$ cat config.mk
export PLATFORM = sky130hd
export DESIGN_NAME = uart_tx_ctrl
export DESIGN_NICKNAME = d
export VERILOG_FILES = /design/src/rtl/uart_pkg.sv /design/src/rtl/uart_tx_fifo.sv /design/src/rtl/uart_tx_ctrl.sv
export SDC_FILE = /design/constraint.sdc
export NUM_CORES = 1
export LEC_CHECK = 0
export BUFFER_PORTS_ARGS = -buffer_cell sky130_fd_sc_hd__buf_2
export CORE_UTILIZATION = 53
export CTS_CLUSTER_SIZE = 24
export DETAILED_ROUTE_END_ITERATION = 8
export MAX_ROUTING_LAYER = met4
export PLACE_DENSITY = 0.82
export SYNTH_ARGS = -nofsm -noshare
export SYNTH_HDL_FRONTEND = slang
export SYNTH_HIERARCHICAL = 1
export SYNTH_SLANG_ARGS = --single-unit
$ cat constraint.sdc
create_clock -name clk -period 3.6 [get_ports clk]
set_input_delay 0.36 -clock clk [delete_from_list [all_inputs] [get_ports clk]]
set_output_delay 0.36 -clock clk [all_outputs]
set_load 0.01 [all_outputs]
$ cat src/rtl/uart_pkg.sv
// Shared constants, register map and FSM state type for the UART transmit controller.
package uart_pkg;

    localparam int unsigned CLK_DIV_DEFAULT = 862;

    localparam logic UART_DATA   = 1'b0;
    localparam logic UART_STATUS = 1'b1;

    localparam int ST_BUSY  = 31;
    localparam int ST_FULL  = 30;
    localparam int ST_EMPTY = 29;
    localparam int ST_OVR   = 28;
    localparam int ST_IE    = 25;
    localparam int ST_FLUSH = 24;

    // Start bit, eight data bits and the stop bit; bits are indexed 0..9.
    localparam logic [3:0] STOP_BIT_IDX = 4'd9;

    typedef enum logic {
        S_IDLE,
        S_SHIFT
    } tx_state_e;

endpackage

$ cat src/rtl/uart_tx_fifo.sv
// Byte-wide synchronous FIFO; pointers carry an extra wrap bit so full and empty stay distinct.
module uart_tx_fifo #(
    parameter int unsigned DEPTH = 16
) (
    input  logic                     clk,
    input  logic                     rst,
    input  logic                     push_i,
    input  logic                     pop_i,
    input  logic                     flush_i,
    input  logic [7:0]               wdata_i,
    output logic [7:0]               rdata_o,
    output logic                     full_o,
    output logic                     empty_o,
    output logic [$clog2(DEPTH):0]   level_o
);

    localparam int unsigned AW = $clog2(DEPTH);

    logic [7:0]  mem_q [DEPTH];
    logic [AW:0] wr_ptr_q;
    logic [AW:0] rd_ptr_q;
    logic        do_push;
    logic        do_pop;

    assign empty_o = (wr_ptr_q == rd_ptr_q);
    assign full_o  = (wr_ptr_q[AW] != rd_ptr_q[AW]) && (wr_ptr_q[AW-1:0] == rd_ptr_q[AW-1:0]);
    assign level_o = wr_ptr_q - rd_ptr_q;
    assign rdata_o = mem_q[rd_ptr_q[AW-1:0]];

    // A push against a full FIFO is dropped even if a pop frees a slot on the same edge.
    assign do_push = push_i & ~full_o;
    assign do_pop  = pop_i & ~empty_o;

    // NOTE: sequential state uses non-blocking assignments so every flop samples pre-edge values.
    always_ff @(posedge clk) begin
        if (rst || flush_i) begin
            wr_ptr_q <= '0;
            rd_ptr_q <= '0;
        end else begin
            if (do_push) wr_ptr_q <= wr_ptr_q + 1'b1;
            if (do_pop)  rd_ptr_q <= rd_ptr_q + 1'b1;
        end
    end

    // NOTE: storage is not reset; only the pointers define which entries are valid.
    always_ff @(posedge clk) begin
        if (do_push) mem_q[wr_ptr_q[AW-1:0]] <= wdata_i;
    end

endmodule

$ cat src/rtl/uart_tx_ctrl.sv
// Wishbone-mapped UART transmitter: DATA/STATUS registers, TX FIFO and an 8N1 serialiser
// that sends queued bytes back to back with no idle gap between frames.
module uart_tx_ctrl
    import uart_pkg::*;
#(
    parameter int unsigned CLK_DIV    = CLK_DIV_DEFAULT,
    parameter int unsigned FIFO_DEPTH = 16
) (
    input  logic        clk,
    input  logic        rst,
    input  logic        cyc_i,
    input  logic        stb_i,
    input  logic        we_i,
    input  logic        adr_i,
    input  logic [31:0] dat_i,
    output logic [31:0] dat_o,
    output logic        ack_o,
    output logic        txd,
    output logic        irq_o
);

    localparam int unsigned BAUD_W = $clog2(CLK_DIV);
    localparam int unsigned LVL_W  = $clog2(FIFO_DEPTH) + 1;
    localparam logic [BAUD_W-1:0] BAUD_LAST = BAUD_W'(CLK_DIV - 1);

    logic              ack_q;
    logic [31:0]       dat_q;
    logic              ovr_q;
    logic              ie_q;
    tx_state_e         state_q;
    logic [9:0]        shreg_q;
    logic [BAUD_W-1:0] baud_q;
    logic [3:0]        bit_q;
    logic              txd_q;

    logic              access;
    logic              wr_data;
    logic              wr_status;
    logic              rd_status;
    logic              flush;
    logic              frame_end;
    logic              fifo_pop;
    logic              fifo_full;
    logic              fifo_empty;
    logic [LVL_W-1:0]  fifo_level;
    logic [7:0]        fifo_head;
    logic [31:0]       status_word;
    logic              unused_dat;

    assign access    = cyc_i & stb_i & ~ack_q;
    assign wr_data   = access & we_i & (adr_i == UART_DATA);
    assign wr_status = access & we_i & (adr_i == UART_STATUS);
    assign rd_status = access & ~we_i & (adr_i == UART_STATUS);
    assign flush     = wr_status & dat_i[ST_FLUSH];
    assign unused_dat = ^dat_i[23:0];

    assign frame_end = (state_q == S_SHIFT) && (baud_q == BAUD_LAST) && (bit_q == STOP_BIT_IDX);
    assign fifo_pop  = ~fifo_empty && ((state_q == S_IDLE) || frame_end);

    uart_tx_fifo #(
        .DEPTH   (FIFO_DEPTH)
    ) u_fifo (
        .clk     (clk),
        .rst     (rst),
        .push_i  (wr_data),
        .pop_i   (fifo_pop),
        .flush_i (flush),
        .wdata_i (dat_i[31:24]),
        .rdata_o (fifo_head),
        .full_o  (fifo_full),
        .empty_o (fifo_empty),
        .level_o (fifo_level)
    );

    always_comb begin
        status_word           = '0;
        status_word[ST_BUSY]  = (state_q != S_IDLE) || ~fifo_empty;
        status_word[ST_FULL]  = fifo_full;
        status_word[ST_EMPTY] = fifo_empty;
        status_word[ST_OVR]   = ovr_q;
        status_word[ST_IE]    = ie_q;
        status_word[23:16]    = 8'(fifo_level);
    end

    always_ff @(posedge clk) begin
        if (rst) begin
            ack_q <= 1'b0;
            dat_q <= '0;
            ovr_q <= 1'b0;
            ie_q  <= 1'b0;
        end else begin
            ack_q <= access;
            dat_q <= rd_status ? status_word : 32'd0;
            if (wr_data && fifo_full) ovr_q <= 1'b1;
            if (wr_status) begin
                ie_q <= dat_i[ST_IE];
                if (dat_i[ST_OVR]) ovr_q <= 1'b0;
            end
        end
    end

    // txd follows shreg_q[0] one cycle late, so every bit is still exactly CLK_DIV cycles wide.
    always_ff @(posedge clk) begin
        if (rst) begin
            state_q <= S_IDLE;
            shreg_q <= '1;
            baud_q  <= '0;
            bit_q   <= '0;
            txd_q   <= 1'b1;
        end else begin
            case (state_q)
                S_IDLE: begin
                    txd_q <= 1'b1;
                    if (!fifo_empty) begin
                        shreg_q <= {1'b1, fifo_head, 1'b0};
                        baud_q  <= '0;
                        bit_q   <= '0;
                        state_q <= S_SHIFT;
                    end
                end
                S_SHIFT: begin
                    txd_q <= shreg_q[0];
                    if (baud_q == BAUD_LAST) begin
                        baud_q <= '0;
                        if (bit_q == STOP_BIT_IDX) begin
                            bit_q <= '0;
                            if (!fifo_empty) shreg_q <= {1'b1, fifo_head, 1'b0};
                            else             state_q <= S_IDLE;
                        end else begin
                            shreg_q <= {1'b1, shreg_q[9:1]};
                            bit_q   <= bit_q + 4'd1;
                        end
                    end else begin
                        baud_q <= baud_q + 1'b1;
                    end
                end
            endcase
        end
    end

    assign ack_o = ack_q;
    assign dat_o = dat_q;
    assign txd   = txd_q;
    assign irq_o = ie_q & fifo_empty & (state_q == S_IDLE);

endmodule
==> run_results.csv, run 1 <==
group,metric,value,unit
hold_path,whs_path_depth,3,
final_layout,n_antenna_cell,0,
hold_path,hold_class,"in2reg",
power,p_int,3230,uW
worst_setup_path,cp.arrival,3.37,ns
sta,clock_skew,0.00876,ns
place,place_congestion,0.819,
global_routing,grt_max_degree,33,
worst_setup_path,critPathMaxFanout,9,
worst_setup_path,end_kind,"register",
final_layout,multiInputGateArea,2470,sq um
sta,slew_viol_final,0,
final_layout,fillCellCount,1024,
drt,viasPerCell,5.93,
sta,slew_headroom,29.0,%
worst_setup_path,crit_chain,"ha_1, nand4_1, nor2_1, nor2_1, nor2_1, nor2_1, nand2_1, a2111oi_0, xnor2_1, nor2_1",
logic_synthesis,synth_top_cell_area_share,50.3,%
power,p_leak,0.00291,uW
global_routing,grt_pass1_vias,4387,
sta,finalHoldViolations,0,
final_layout,synthToLayoutAreaGrowth,9.91,%
final_layout,regArea,4910,sq um
final_layout,post_route_cells_drive_above_1_share,18.5,%
sta,tightest_slew,1.06,ns
final_layout,fin_nets,608,
clock_network,h-tree-depth,4,
sta,grt_setup_unrepaired,"no",
power,p_sw,885,uW
worst_setup_path,r2r-end,"u_fifo/rd_ptr_q[4]",
clock_network,cts_resized,0,
status,status,"complete, no violations",
die,initial_utilization,54.6,%
global_routing,grtUsageTotal,22.2,%
logic_synthesis,yosys_warnings,6,
die,dieHeight,122,um
worst_setup_path,critPathKind,"reg2reg",
logic_synthesis,synth_edf_count,128,
sta,fin_hold_ws,0.190,ns
drt,dr.first_iter.drc_count,471,
place,hpwl,9060,um
logic_synthesis,synth-seq-area-share,64.2,%
worst_setup_path,critPathMaxStageDelay,0.52,ns
logic_synthesis,yosys.area.top_type,"edfxtp_1",
worst_setup_path,crit_required,3.90,ns
power,p_clk_share,42.0,%
clock_network,clockBufferDepth,2,
hold_path,hold_start,"stb_i",
place,port_buffers,26,
die,die_area,14900,sq um
drt,via_count,4439,
place,pre_cts_slack,0.586,ns
drt,routed_wl,14500,um
die,io_pins,73,
die,core-area,14000,sq um
global_routing,grt_pass1_wl,23000,um
power,ir_worst_vdd,0.000370,V
logic_synthesis,avgSynthCellArea,14.4,sq um
power,combinationalPowerShare,3.3,%
clock_network,clkTransAtPathRegs,0.07,ns
sta,worst_slack,0.531,ns
logic_synthesis,synth_area_leaders,"edfxtp_1, dfxtp_1, mux4_2",
worst_setup_path,slowest_stage,"dfxtp_1",
worst_setup_path,startpoint,"u_fifo/wr_ptr_q[3]",
clock_network,root_buffer,"clkbuf_16",
sta,period_share,85.3,%
drt,ant_nets,0,
logic_synthesis,synth.distinct_cells,55,
drt,avgRoutedWirePerCell,19.3,um
clock_network,cts.sinks,181,
logic_synthesis,ys.flop_type,"edfxtp_1",
sta,max_freq,326,MHz
power,p_seq_share,54.7,%
logic_synthesis,syn_area,7640,sq um
place,dpl.cell_count,717,
die,rows,43,
final_layout,fin_cells,748,
power,p_per_area,491,nW/um^2
clock_network,postCtsSetupBuffers,0,
global_routing,antenna_found_initial,0,
clock_network,cts_made_buffers,17,
worst_setup_path,r2r_cells,10,
worst_setup_path,setup.worst_path.end,"u_fifo/rd_ptr_q[4]",
logic_synthesis,syn_inst,531,
sta,setup_viol,0,
worst_setup_path,setup.worst_path.start_class,"register",
global_routing,overflow,0,
sta,setup_tns,0,ns
die,die_w,122,um
logic_synthesis,synthArstFlopShare,0,%
worst_setup_path,rrSetupSlack,0.53,ns
worst_setup_path,reg2reg_from,"u_fifo/wr_ptr_q[3]",
worst_setup_path,cp_common_cell,"nor2_1",
drt,drc,0,
clock_network,cts_tree,"done",
clock_network,ctsHoldBuffers,0,
clock_network,clock_latency,0.42,ns
run,maxCapViolations,0,
drt,dr.pass1.iters,5,
sta,fin_crit,3.07,ns
power,switching_share,21.5,%
logic_synthesis,ys_ff_latch,181,
-- synth_stat cells (4+ instances only) --
library cell	instances
a21o_1	7
a21oi_1	28
a22oi_1	16
and2_1	12
buf_2	10
buf_4	23
clkbuf_1	11
dfxtp_1	53
edfxtp_1	128
ha_1	13
inv_1	12
mux4_2	32
nand2_1	25
nand2b_1	5
nand3_1	10
nand3b_1	9
nor2_1	40
nor2b_1	6
nor3_1	7
o21ai_0	4
o21bai_1	16
xnor2_1	9
xor2_1	7
-- cells in the final DEF (no fill, tap or decap), types with 6 or more instances in the layout --
cell | Yosys | layout
a21o_1 | 7 | 7
a21oi_1 | 28 | 28
a22oi_1 | 16 | 16
and2_1 | 12 | 12
buf_2 | 10 | 26
buf_4 | 23 | 8
clkbuf_16 | 0 | 17
conb_1 | 1 | 22
dfxtp_1 | 53 | 52
edfxtp_1 | 128 | 128
ha_1 | 13 | 13
inv_1 | 12 | 12
mux4_2 | 32 | 32
nand2_1 | 25 | 25
nand3_1 | 10 | 10
nand3b_1 | 9 | 9
nor2_1 | 40 | 40
nor2b_1 | 6 | 6
nor3_1 | 7 | 7
o21bai_1 | 16 | 16
xnor2_1 | 9 | 9
xor2_1 | 7 | 7
-- sequential cells by signal, indices dropped and copies added (netlist names), 4 cells and up, named ones only --
name             flops
bit_q                4
dat_o               10
u_fifo/wr_ptr_q      5
baud_q              10
u_fifo/rd_ptr_q      5
shreg_q             10
u_fifo/mem_q       128
-- layout make-up --
type	instances	share of cell area [%]
Sequential cell	181	58.4
Tap cell	180	2.68
Clock inverter	13	1.48
Inverter	12	0.537
Clock buffer	18	5.11
Timing Repair Buffer	34	2.27
Multi-Input combinational cell	310	29.5
-- power by group through the flow --
stage | Combinational [uW] | Sequential [uW] | Clock [uW]
CTS | 136 | 2250 | 1760
global route | 153 | 2250 | 1830
global placement | 129 | 2300 | 0
finish | 136 | 2250 | 1730
floorplan | 114 | 2290 | 0
detailed placement | 135 | 2300 | 0
-- routing by layer --
metal  track usage, %  share of wire (%)
met1             26.6                 41
met2             35.7                 52
met3             4.54                5.5
met4             11.2                2.1
met5                -                  0
-- worst max-delay path: cells and delay by family, from the launching register on --
kind | cells | cell delay (ns)
AOI/OAI and AO/OA | 1 | 0.50
xor gates and xnor gates | 1 | 0.18
adders and majority gates | 1 | 0.34
DFF | 1 | 0.52
and+or+nand+nor | 7 | 1.39
-- per-stage QoR --
step | utilization [%] | power (uW) | cell area (sq um)
after floorplan | - | 2400 | 7720
after global placement | 56.1 | 2420 | 7840
after detailed placement | 56.1 | 2430 | 7840
after CTS | 60.0 | 4150 | 8390
after global routing | 60.0 | 4240 | 8390
final | 60.0 | 4120 | 8390
-- how the worst min path moves through the flow --
stage	to	slack [ns]
global placement	ack_o	0.43
detailed placement	shreg_q[9]	0.44
global route	ack_o	0.19
floorplan	shreg_q[9]	0.41
CTS	ack_o	0.17
finish	ack_o	0.19
-- logic make-up (layout without fill, tap and decap cells) --
group	Yosys count	in the layout	synth area share (%)
compound gates	88	88	7.91
flops	181	181	64.2
other cells	1	22	0.0491
buf+inv	61	77	4.41
xor+xnor	16	16	1.83
simple gates	135	135	9.35
mux	35	35	9.83
fa+ha+maj	14	14	2.39
(Power assumes the default switching activity.)
==> inputs of run 2 (changes only) <==
- ABC_CLOCK_PERIOD_IN_PS: not set -> 2490
- PLACE_DENSITY: 0.82 -> 0.84
- clock period: 3.6 -> 2.49 ns (I/O delays scaled with it)
==> run_results.csv, run 2 (synthesis gave the netlist of run 1 again) <==
group,metric,value,unit
sta,period_share,98.8,%
worst_setup_path,end_kind,"output port",
die,initial_utilization,54.6,%
final_layout,fillCellCount,944,
global_routing,overflow,0,
drt,dr.pass1.iters,5,
die,rows,43,
sta,slew_viol_final,0,
global_routing,grt_max_degree,33,
drt,drc,0,
power,finalPower,6230,uW
drt,avgRoutedWirePerCell,20.5,um
die,core-area,14000,sq um
clock_network,h-tree-depth,4,
power,ir_worst_vdd,0.000504,V
worst_setup_path,crit_chain,"inv_2, ha_4, nand4_1, nor2_2, buf_6, nor2b_1, buf_4, and2_1, buf_2",
worst_setup_path,crit_required,2.24,ns
final_layout,largest_reg_flops,128,
place,port_buffers,26,
power,p_per_area,708,nW/um^2
clock_network,cts_tree,"done",
run,maxCapViolations,0,
power,switching_share,22.4,%
final_layout,fin_nets,636,
place,pre_cts_slack,-0.0583,ns
sta,slew_headroom,49.6,%
worst_setup_path,critPathMaxStageDelay,0.36,ns
drt,via_count,4646,
sta,fin_crit,2.46,ns
die,die_area,14900,sq um
drt,routed_wl,16000,um
hold_path,whs_path_depth,3,
drt,ant_nets,0,
global_routing,grt_pass1_wl,24300,um
sta,setup_viol,0,
die,dieHeight,122,um
worst_setup_path,critPathBufInv,4,
sta,clock_skew,0.0119,ns
sta,worst_slack,0.0290,ns
power,p_leak,0.00312,uW
power,p_sw,1400,uW
power,p_clk_share,44.1,%
place,hpwl,9970,um
final_layout,synthToLayoutAreaGrowth,15.1,%
power,p_int,4830,uW
die,die_w,122,um
drt,wl_met3,1180,um
drt,dr.first_iter.drc_count,543,
clock_network,clockBufferDepth,2,
drt,routed-wl-met2,8140,um
drt,top_layer,"met4",
sta,tightest_slew,0.754,ns
worst_setup_path,crit_family,"simple AND/OR/NAND/NOR gates",
worst_setup_path,critPathMaxFanout,5,
drt,wl_met1,6110,um
final_layout,post_route_cells_drive_above_1_share,24.5,%
clock_network,cts.sinks,181,
worst_setup_path,critPathKind,"reg2out",
sta,max_freq,406,MHz
final_layout,fin_area,8790,sq um
place,place_congestion,0.800,
drt,viasPerCell,5.97,
final_layout,final_cell_mix,"edfxtp_1, dfxtp_1, nor2_1",
worst_setup_path,slowest_stage,"dfxtp_1",
clock_network,clock_latency,0.43,ns
worst_setup_path,cp.arrival,2.21,ns
final_layout,final_util,62.9,%
power,combinationalPowerShare,3.7,%
final_layout,layout_commonest_cell,"edfxtp_1",
global_routing,antenna_found_initial,1,
power,p_seq_share,52.3,%
clock_network,cts_made_buffers,17,
sta,finalHoldViolations,0,
global_routing,grt_pass1_vias,4621,
clock_network,root_buffer,"clkbuf_16",
global_routing,grtUsageTotal,23.3,%
place,dpl-instance-area,8060,sq um
status,status,"complete, no violations",
worst_setup_path,r2r_cells,11,
worst_setup_path,setup.worst_path.start_class,"register",
clock_network,clkTransAtPathRegs,0.07,ns
die,io_pins,73,
hold_path,hold_class,"in2reg",
worst_setup_path,cp.depth,9,
## run 2: worst paths after layout
path | startpoint | endpoint | slack (ns)
max | u_fifo/rd_ptr_q[3] | irq_o | 0.03
min | stb_i | ack_o | 0.06
max reg2reg | u_fifo/wr_ptr_q[0] | u_fifo/rd_ptr_q[4] | 0.14
min reg2reg | shreg_q[9] | shreg_q[9] | 0.45
## run 2: area by class of cell
| class | count | area (sq um) | area share [%] |
|---|---|---|---|
| clock inverter | 15 | 188 | 2.13 |
| tap | 180 | 225 | 2.56 |
| multi-input combinational | 310 | 2550 | 29.1 |
| sequential | 181 | 4910 | 55.8 |
| inverter | 12 | 45.0 | 0.512 |
| timing repair buffer | 62 | 442 | 5.02 |
| antenna | 1 | 2.50 | 0.0285 |
| clock buffer | 17 | 425 | 4.84 |
## run 2: per-stage QoR
step           setup TNS [ns]  instances  hold WS (ns)
3_3_place_gp                0        741         0.431
5_1_grt               -0.0733        778        0.0557
2_1_floorplan               0        552         0.348
4_1_cts                     0        773        0.0427
3_5_place_dp          -0.0583        741         0.437
6_report                    0        778        0.0590
## run 2: what timing repair did
action | 4_1_cts | 5_1_grt
hold buffers | 0 | 0
pin swaps | 0 | 3
gates resized for setup | 3 | 11
buffers inserted | 0 | 4
setup endpoints to repair | 2 | 5
## run 2: routing by layer
metal  vias to the layer above  track usage, %
met5                         -               -
met4                         0            12.6
met3                        47            5.38
met2                       237            37.5
met1                      2300            27.2
li1                       2062               -
## run 2: tightest hold or removal path: stages
cell and delay (ns):
buf_2 0.10, nand2_1 0.05, nor3_1 0.04
## run 2: power by group through the flow
stage | Clock, uW | Combinational (uW) | Sequential [uW]
2_1_floorplan | 0 | 165 | 3310
3_3_place_gp | 0 | 199 | 3320
3_5_place_dp | 0 | 210 | 3320
4_1_cts | 2770 | 214 | 3250
5_1_grt | 2870 | 246 | 3250
6_report | 2740 | 228 | 3250
==> inputs of run 3 (changes only) <==
- ABC_CLOCK_PERIOD_IN_PS: 2490 -> 2250
- PLACE_DENSITY: 0.84 -> 0.83
- clock period: 2.49 -> 2.25 ns (I/O delays scaled with it)
==> run_results.csv, run 3 (synthesis gave the netlist of run 1 again) <==
group,metric,value,unit
clock_network,root_buffer,"clkbuf_16",
global_routing,grt_max_degree,33,
sta,setup_viol,0,
drt,ant_nets,0,
final_layout,multiInputGateArea,2590,sq um
worst_setup_path,crit_chain,"inv_4, ha_4, nand4_1, nor2_4, buf_6, nor2b_4, and2_1, buf_2",
global_routing,grtUsageTotal,23.6,%
final_layout,fillCellCount,924,
final_layout,post_route_cells_drive_above_1_share,28.2,%
sta,clock_skew,0.00933,ns
worst_setup_path,cp.arrival,1.99,ns
clock_network,h-tree-depth,4,
worst_setup_path,critPathKind,"reg2out",
die,die_w,122,um
global_routing,grt_pass1_wl,24800,um
global_routing,overflow,0,
clock_network,cts_made_buffers,17,
die,dieHeight,122,um
sta,worst_slack,0.0352,ns
power,p_leak,0.00322,uW
drt,routed_wl,15600,um
final_layout,final_util,64.1,%
sta,slew_viol_final,0,
final_layout,n_antenna_cell,0,
die,die_area,14900,sq um
worst_setup_path,setup.worst_path.start_class,"register",
place,dpl.cell_count,755,
sta,tightest_slew,0.671,ns
clock_network,cts.sinks,181,
die,rows,43,
drt,routed-wl-met2,8010,um
drt,viasPerCell,5.84,
global_routing,grt_pass1_vias,4630,
place,pre_cts_slack,-0.0902,ns
sta,finalHoldViolations,0,
hold_path,hold_class,"in2reg",
place,port_buffers,26,
clock_network,clkTransAtPathRegs,0.06,ns
power,p_per_area,770,nW/um^2
place,hpwl,9890,um
worst_setup_path,critPathMaxStageDelay,0.36,ns
worst_setup_path,crit_family,"simple AND/OR/NAND/NOR gates",
sta,fin_hold_ws,0.0390,ns
sta,fin_crit,2.21,ns
clock_network,ctsHoldBuffers,0,
clock_network,clock_latency,0.44,ns
place,place_congestion,0.863,
global_routing,antenna_found_initial,0,
drt,dr.first_iter.drc_count,456,
worst_setup_path,critPathMaxFanout,3,
final_layout,fin_cells,796,
clock_network,cts_tree,"done",
sta,slew_headroom,55.1,%
worst_setup_path,critPathBufInv,3,
drt,drc,0,
final_layout,final_cell_mix,"edfxtp_1, buf_4, dfxtp_1",
drt,via_count,4650,
final_layout,synthToLayoutAreaGrowth,17.3,%
sta,grt_setup_unrepaired,"yes",
worst_setup_path,end_kind,"output port",
clock_network,clockBufferDepth,2,
sta,max_freq,452,MHz
die,initial_utilization,54.6,%
die,io_pins,73,
die,core-area,14000,sq um
drt,wl_met3,1100,um
final_layout,fin_nets,655,
final_layout,largest_reg_flops,128,
run,maxCapViolations,0,
drt,wl_met1,6200,um
drt,dr.pass1.iters,4,
drt,top_layer,"met4",
status,status,"complete, no violations",
drt,avgRoutedWirePerCell,19.6,um
final_layout,layout_commonest_cell,"edfxtp_1",
power,ir_worst_vdd,0.000636,V
final_layout,regArea,4910,sq um
worst_setup_path,crit_required,2.03,ns
sta,period_share,98.4,%
worst_setup_path,slowest_stage,"dfxtp_2",
-- run 3: cell type report --
type	count	area share [%]
clock inverters	13	1.89
well taps	180	2.51
multi-input cells	310	28.9
inverters	12	0.531
flip-flops and latches	181	54.9
repair buffers	81	6.52
clock buffers	19	4.83
-- run 3: path summary, 6_finish.rpt --
| path | startpoint | endpoint | slack, ns | cells after the start |
|---|---|---|---|---|
| setup / recovery | u_fifo/rd_ptr_q[2] | irq_o | 0.04 | 8 |
| hold / removal | stb_i | ack_o | 0.04 | 3 |
| setup reg to reg | u_fifo/rd_ptr_q[2] | register | 0.04 | 13 |
| hold reg to reg | shreg_q[0] | txd | 0.47 | 1 |
-- run 3: what timing repair did --
item	in CTS	in global routing
setup buffers	7	3
gates resized for setup	13	7
setup endpoints to repair	10	11
pin swaps	3	6
-- run 3: tightest hold or removal path, cell delays in order --
cell and delay [ns]:
buf_2 0.10, nand2_1 0.05, nor3_1 0.05
-- run 3: where the power goes --
part | internal [uW] | switching, uW
Combinational | 89.8 | 183
Sequential | 3580 | 15.7
Clock | 1760 | 1270
Total | 5430 | 1470
-- run 3: routing by layer --
layer | GRT usage (%) | vias up
met1 | 29.6 | 2313
met4 | 10.6 | 0
met3 | 4.73 | 35
met2 | 37.3 | 213
li1 | - | 2089
met5 | - | -
-- run 3: stage by stage --
step | power, uW | TNS (ns) | area [sq um]
detailed placement | 3910 | -0.157 | 8200
CTS | 6910 | -0.0184 | 8920
global route | 7100 | -0.187 | 8960
floorplan | 3840 | -0.00567 | 7750
global placement | 3900 | 0 | 8200
finish | 6900 | 0 | 8960
